===== config.mk =====
export PLATFORM = sky130hd
export DESIGN_NAME = vec_spi_rx_flat
export DESIGN_NICKNAME = d
export VERILOG_FILES = /design/src/rtl/vec_spi_rx_pkg.sv /design/src/rtl/vec_spi_rx_if.sv /design/src/rtl/vec_spi_rx_sync_edge.sv /design/src/rtl/vec_spi_rx.sv /design/src/flat_wrapper.sv
export SDC_FILE = /design/constraint.sdc
export NUM_CORES = 1
export LEC_CHECK = 0
export CAP_MARGIN = 30
export CORE_UTILIZATION = 33
export DETAILED_ROUTE_END_ITERATION = 6
export PLACE_DENSITY_LB_ADDON = 0.15
export SLEW_MARGIN = 30
export SYNTH_ARGS = -nofsm -noshare
export SYNTH_HDL_FRONTEND = slang
export SYNTH_SLANG_ARGS = --single-unit

===== constraint.sdc =====
create_clock -name clk -period 1.7 [get_ports clk]
set_input_delay 0.34 -clock clk [delete_from_list [all_inputs] [get_ports clk]]
set_output_delay 0.34 -clock clk [all_outputs]
set_load 0.02 [all_outputs]

===== src/rtl/vec_spi_rx_pkg.sv =====
// Shared constants for the camera-vector SPI receiver: frame geometry,
// reset-default camera state and receiver FSM states.
package rbz_vec_pkg;

   localparam int W          = 16;
   localparam int NVEC       = 6;
   localparam int FRAME_BITS = NVEC * W;

   // Player at (5.5, 5.5) in Q6.10, facing -Y, half-width view plane along +X.
   localparam logic [15:0] PX_DEF = 16'h1600;
   localparam logic [15:0] PY_DEF = 16'h1600;
   localparam logic [15:0] FX_DEF = 16'h0000;
   localparam logic [15:0] FY_DEF = 16'hC000;
   localparam logic [15:0] VX_DEF = 16'h2000;
   localparam logic [15:0] VY_DEF = 16'h0000;

   localparam logic [95:0] FRAME_DEF = {PX_DEF, PY_DEF, FX_DEF, FY_DEF, VX_DEF, VY_DEF};

   typedef enum logic [1:0] {
      IDLE = 2'd0,
      RECV = 2'd1,
      DONE = 2'd2
   } state_t;

endpackage


===== src/rtl/vec_spi_rx_if.sv =====
// SPI pin bundle for the vectors port: the host drives it, the receiver samples it.
interface vec_spi_if;

   logic sclk;
   logic mosi;
   logic ss_n;

   modport master (output sclk, output mosi, output ss_n);
   modport slave  (input  sclk, input  mosi, input  ss_n);

endinterface


===== src/rtl/vec_spi_rx_sync_edge.sv =====
// Three-stage synchroniser with registered rise/fall strobes; o_level is the
// third stage so a data line sampled on o_rise lines up with its clock edge.
module sync_edge (
   input  logic clk,
   input  logic reset,
   input  logic i_d,
   output logic o_level,
   output logic o_rise,
   output logic o_fall
);

   logic [2:0] sync_q;
   logic       rise_q;
   logic       fall_q;

   // The chain keeps sampling through reset so a pin already low at release
   // is not mistaken for a fresh edge.
   always_ff @(posedge clk) begin
      sync_q <= {sync_q[1:0], i_d};
   end

   always_ff @(posedge clk) begin
      if (reset) begin
         rise_q <= 1'b0;
         fall_q <= 1'b0;
      end else begin
         rise_q <= sync_q[1] & ~sync_q[2];
         fall_q <= ~sync_q[1] & sync_q[2];
      end
   end

   assign o_level = sync_q[2];
   assign o_rise  = rise_q;
   assign o_fall  = fall_q;

endmodule


===== src/rtl/vec_spi_rx.sv =====
// Receives a 96-bit camera-state frame over SPI, stages it, and applies all
// six vectors together on the frame-boundary strobe.
module vec_spi_rx #(
   parameter int W    = rbz_vec_pkg::W,
   parameter int NVEC = rbz_vec_pkg::NVEC
) (
   input  logic                clk,
   input  logic                reset,
   vec_spi_if.slave            spi,
   input  logic                i_load,
   output logic [W-1:0]        o_px,
   output logic [W-1:0]        o_py,
   output logic [W-1:0]        o_fx,
   output logic [W-1:0]        o_fy,
   output logic [W-1:0]        o_vx,
   output logic [W-1:0]        o_vy,
   output logic                o_pending,
   output logic                o_applied,
   output logic                o_frame_err,
   output rbz_vec_pkg::state_t o_dbg_state
);

   import rbz_vec_pkg::*;

   localparam int FB = NVEC * W;

   logic sclk_rise;
   logic sclk_fall;
   logic sclk_lvl;
   logic ss_rise;
   logic ss_fall;
   logic ss_lvl;
   logic mosi_lvl;
   logic mosi_rise;
   logic mosi_fall;

   sync_edge u_sync_sclk (
      .clk     (clk),
      .reset   (reset),
      .i_d     (spi.sclk),
      .o_level (sclk_lvl),
      .o_rise  (sclk_rise),
      .o_fall  (sclk_fall)
   );

   sync_edge u_sync_ss (
      .clk     (clk),
      .reset   (reset),
      .i_d     (spi.ss_n),
      .o_level (ss_lvl),
      .o_rise  (ss_rise),
      .o_fall  (ss_fall)
   );

   sync_edge u_sync_mosi (
      .clk     (clk),
      .reset   (reset),
      .i_d     (spi.mosi),
      .o_level (mosi_lvl),
      .o_rise  (mosi_rise),
      .o_fall  (mosi_fall)
   );

   state_t        state_q,   state_d;
   logic [6:0]    cnt_q,     cnt_d;
   logic [FB-1:0] shift_q,   shift_d;
   logic [FB-1:0] stage_q,   stage_d;
   logic [FB-1:0] out_q,     out_d;
   logic          pending_q, pending_d;
   logic          applied_q, applied_d;
   logic          err_q,     err_d;

   always_comb begin
      state_d   = state_q;
      cnt_d     = cnt_q;
      shift_d   = shift_q;
      stage_d   = stage_q;
      out_d     = out_q;
      pending_d = pending_q;
      applied_d = 1'b0;
      err_d     = 1'b0;

      // Apply reads the old staging contents, so a frame completing in the
      // same cycle is kept staged for the next strobe.
      if (i_load && pending_q) begin
         out_d     = stage_q;
         pending_d = 1'b0;
         applied_d = 1'b1;
      end

      if (ss_fall) begin
         state_d = RECV;
         cnt_d   = 7'd0;
      end else if (ss_rise) begin
         if ((state_q == RECV) && (cnt_q != 7'd0)) begin
            err_d = 1'b1;
         end
         state_d = IDLE;
      end else if ((state_q == RECV) && sclk_rise) begin
         shift_d = {shift_q[FB-2:0], mosi_lvl};
         cnt_d   = cnt_q + 7'd1;
         if (cnt_q == 7'(FB - 1)) begin
            stage_d   = shift_d;
            pending_d = 1'b1;
            state_d   = DONE;
         end
      end
   end

   always_ff @(posedge clk) begin
      if (reset) begin
         state_q   <= IDLE;
         cnt_q     <= 7'd0;
         shift_q   <= '0;
         stage_q   <= FB'(FRAME_DEF);
         out_q     <= FB'(FRAME_DEF);
         pending_q <= 1'b0;
         applied_q <= 1'b0;
         err_q     <= 1'b0;
      end else begin
         state_q   <= state_d;
         cnt_q     <= cnt_d;
         shift_q   <= shift_d;
         stage_q   <= stage_d;
         out_q     <= out_d;
         pending_q <= pending_d;
         applied_q <= applied_d;
         err_q     <= err_d;
      end
   end

   // Field order: first bit on the wire is the MSB of px.
   assign o_px        = out_q[6*W-1 -: W];
   assign o_py        = out_q[5*W-1 -: W];
   assign o_fx        = out_q[4*W-1 -: W];
   assign o_fy        = out_q[3*W-1 -: W];
   assign o_vx        = out_q[2*W-1 -: W];
   assign o_vy        = out_q[1*W-1 -: W];
   assign o_pending   = pending_q;
   assign o_applied   = applied_q;
   assign o_frame_err = err_q;
   assign o_dbg_state = state_q;

   logic unused_ok;
   assign unused_ok = &{1'b0, sclk_lvl, sclk_fall, ss_lvl, mosi_rise, mosi_fall};

endmodule


===== src/flat_wrapper.sv =====
// flat-port wrapper written by rule: the top's interface ports become plain ports
module vec_spi_rx_flat import rbz_vec_pkg::*;
#(
   parameter int W    = rbz_vec_pkg::W,
   parameter int NVEC = rbz_vec_pkg::NVEC
)
  (clk, reset, i_load, o_px, o_py, o_fx, o_fy, o_vx, o_vy, o_pending, o_applied, o_frame_err, o_dbg_state, spi_sclk, spi_mosi, spi_ss_n);
  vec_spi_if spi_i ();
  input  logic clk;
  input  logic reset;
  input  logic i_load;
  output logic [W-1:0] o_px;
  output logic [W-1:0] o_py;
  output logic [W-1:0] o_fx;
  output logic [W-1:0] o_fy;
  output logic [W-1:0] o_vx;
  output logic [W-1:0] o_vy;
  output logic o_pending;
  output logic o_applied;
  output logic o_frame_err;
  output rbz_vec_pkg::state_t o_dbg_state;
  input wire logic [$bits(spi_i.sclk)-1:0] spi_sclk;
  input wire logic [$bits(spi_i.mosi)-1:0] spi_mosi;
  input wire logic [$bits(spi_i.ss_n)-1:0] spi_ss_n;
  assign spi_i.sclk = spi_sclk;
  assign spi_i.mosi = spi_mosi;
  assign spi_i.ss_n = spi_ss_n;
  vec_spi_rx #(.W(W), .NVEC(NVEC)) u_core (.clk(clk), .reset(reset), .spi(spi_i), .i_load(i_load), .o_px(o_px), .o_py(o_py), .o_fx(o_fx), .o_fy(o_fy), .o_vx(o_vx), .o_vy(o_vy), .o_pending(o_pending), .o_applied(o_applied), .o_frame_err(o_frame_err), .o_dbg_state(o_dbg_state));
endmodule

==> metrics.csv <==
metric,value,unit
power_frac_comb,0.025,
post-route-period-util,0.9548,
cts_tree,built,
clock_sinks,311,
antenna_found_initial,0,
htreeDepth,2,
avgSynthCellArea,8.838,µm²
synth_cell_types,38,
crit_chain,dlygate4sd2_1,
finalNonFillerCells,1911,
post_route_cells_drive_above_1_share,0.08345,
fin_area,14790,µm²
fp.dieW,191.8,µm
p_leak,5.148,nW
fp.dieH,191.8,µm
cp_max_fo,4,
vias,9134,
status,"finished, final reports clean",
avgRoutedWirePerCell,13.89,µm
grt_start_max_net_pins,77,
p_per_area,1013,nW/µm²
cp_slowest_cell,dfxtp_1,
power,14.98,mW
max_stage_delay,0.41,ns
die-area,36790,µm²
yosysSeqAreaShare,0.5237,
synth_cells,1345,
finalSetupViolCount,0,
synth_area,11890,µm²
tightest_slew,0.4007,ns
grt_pass1_wl,44.85,mm
port_buffers,106,
n_antenna_cell,0,
drtIter0Drc,399,
slew_violations,0,
hold_path_end,u_core.out_q[26],
finalWeightedCongestion,0.7129,
cts_inserted_buffers,36,
dp_hpwl,15.87,mm
rows,69,
fin_util,0.4168,
hp-start,reset,
timing.rr.start,u_core.cnt_q[1],
coreArea,35480,µm²
crit_family,flip-flops,
max_clock_freq,616.1,MHz
viasPerCell,4.780,
crit_buf_inv,1,
first_global_vias,8976,
power.share.sequential,0.488,
drtPass1Iterations,5,
worstSetupPathType,reg2out,
grtUsageTotal,0.1469,
clk_latency,0.50,ns
p_int,11.87,mW
synth_seq_cells,311,
regToRegSetupSlack,0.09,ns
cts_buffer_depth,3,
grt_setup_unrepaired,true,
cts_root_buf,clkbuf_16,
drc,0,
drt_wl_total,26.54,mm
r2r-end,u_core.stage_q[40],
cp-end-kind,output pin,
fin_nets,1436,
crit_required,1.36,ns
placed_cell_area,13760,µm²
clock_skew,0.009331,ns
worst_ir_drop_vdd,0.0004597,V
ys_warn_count,0,
initial_core_util,0.3350,
startpoint_type,flip-flop,
syn-num-nets,1353,
p_switching,3.117,mW
critPathArrivalTime,1.28,ns
swShare,0.2080,
max_slew_margin,0.7294,
cap_violations,0,
hold_viol,0,
crit_cells,1,
path_clk_slew,0.06,ns
syn_to_final_growth,24.41,%
placed_cells,1849,
min_period,1.623,ns
pin_count,107,
grt_overflow,0,
hold_path_depth,2,
antenna_left,0,
pwr-share-clk,0.487,
r2r_cells,7,
hold_class,in2reg,
==> per-stage QoR <==
step / hold slack [ns] / setup TNS (ns) / setup slack (ns)
finish: 0.2246 / 0 / 0.07688
global route: 0.2026 / -0.02271 / -0.006365
CTS: 0.2071 / 0 / 0.0009126
detailed placement: 0.3184 / -0.01293 / -0.008841
global placement: 0.3109 / 0 / 0.09642
floorplan: 0.3096 / 0 / 0.1060
==> metal layers <==
layer / vias to the layer above / part of all wire / global-route usage
met3: 40 / 0.037 / 0.02905
met4: 0 / 0.018 / 0.04029
met2: 114 / 0.44 / 0.2365
li1: 4677 / - / -
met5: - / 0 / 0
met1: 4303 / 0.50 / 0.1988
==> how the worst max path moves through the flow <==
stage	start	end	slack (ns)
detailed placement	u_core.cnt_q[1]	u_core.stage_q[4]	-0.009
finish	u_core.o_pending	o_pending	0.08
global route	u_core.cnt_q[1]	u_core.stage_q[71]	-0.006
CTS	u_core.o_dbg_state[1]	o_dbg_state[1]	0.0009
floorplan	u_core.cnt_q[0]	u_core.stage_q[74]	0.11
global placement	u_core.cnt_q[0]	u_core.stage_q[75]	0.1
==> state kept, by name, summed over array words and instances, names as in the netlist <==
signal	count
u_core.cnt_q	7
u_core.o_applied	1
u_core.o_dbg_state	2
u_core.o_frame_err	1
u_core.o_pending	1
u_core.out_q	96
u_core.shift_q	95
u_core.stage_q	96
u_core.u_sync_mosi.sync_q	3
u_core.u_sync_sclk.o_rise	1
u_core.u_sync_sclk.sync_q	3
u_core.u_sync_ss.o_fall	1
u_core.u_sync_ss.o_rise	1
u_core.u_sync_ss.sync_q	3
==> worst register-to-register path, stage by stage, from the launching register on <==
cell,delay [ns]
dfxtp_1,0.34
ha_1,0.17
nand3b_1,0.15
nor4_4,0.15
buf_4,0.18
buf_6,0.16
buf_12,0.16
mux2i_1,0.22
==> layout by cell type, fill, tap and decap left out, types with 2 or more instances in the layout <==
master and n:
dfxtp_1 309, nand4_1 2, a21oi_1 187, nor2_1 21
clkbuf_16 37, buf_6 2, clkbuf_1 11, mux2i_1 96
nand3_1 96, clkinv_2 3, inv_1 6, or3_1 2
buf_12 24, clkbuf_8 10, nor3b_1 3, clkdlybuf4s50_1 4
buf_4 30, nand2_1 196, buf_8 2, dlygate4sd2_1 99
o31ai_1 2, nand3b_1 11, o311ai_0 2, or4_1 2
nand2b_1 174, ha_1 2, o21ai_0 96
==> area by class of cell <==
cell class	count	area, µm²
fillers	3611	20690
flip-flops and latches	311	6231
multi-input cells	909	5157
repair buffers	163	1682
clock buffers	58	1105
well taps	461	576.8
inverters	7	27.53
clock inverters	2	10.01
==> synthesized netlist by cell type, drive strengths merged <==
cell       n  area share
nor4bb     1     0.00084
nor2b      1     0.00053
a31oi      1     0.00053
nor3       1     0.00042
and2       1     0.00053
nand3     97       0.041
nand4      2      0.0011
dfxtp    311        0.52
clkinv     1     0.00032
or3        2      0.0011
mux2i     97       0.082
o41ai      1     0.00074
clkbuf    94       0.030
a21oi    187       0.079
o311ai     2      0.0015
nand3b    11      0.0069
nand4bb    1     0.00095
o21ai     96       0.040
nor4       2      0.0016
nor3b      3      0.0019
nor2      21      0.0066
ha         2      0.0021
or2        1     0.00053
or4        2      0.0013
nand2    197       0.062
buf       24       0.015
o21ba      1     0.00084
o211a      1     0.00084
nand4b     1     0.00074
xnor2      1     0.00074
inv        6      0.0019
nand2b   174       0.092
o31ai      2      0.0013
==> power by group through the flow <==
stage | registers (mW) | clock network, mW | logic, mW
CTS | 7.31 | 7.54 | 0.381
global route | 7.31 | 7.89 | 0.408
global placement | 7.47 | 0 | 0.380
detailed placement | 7.47 | 0 | 0.381
finish | 7.32 | 7.30 | 0.372
floorplan | 7.47 | 0 | 0.232
==> cell families (layout without fill, tap and decap cells) <==
logic type	Yosys count	in the layout	synth area share
flip-flops	311	311	0.5237
AND/OR/NAND/NOR	518	518	0.2196
XOR/XNOR	1	1	0.0007369
buffers and inverters	125	230	0.04736
AO/OA/AOI/OAI	291	291	0.1248
adder cells (fa/ha/maj)	2	2	0.002105
multiplexers	97	97	0.08168
==> timing repair <==
item | CTS | global route
setup buffers | 1 | 1
resized for setup | 107 | 5
pin swaps | 1 | 0
endpoints found under the setup margin | 109 | 81
hold buffers | 0 | 0
Note: power is estimated with default switching activity, not from simulation.
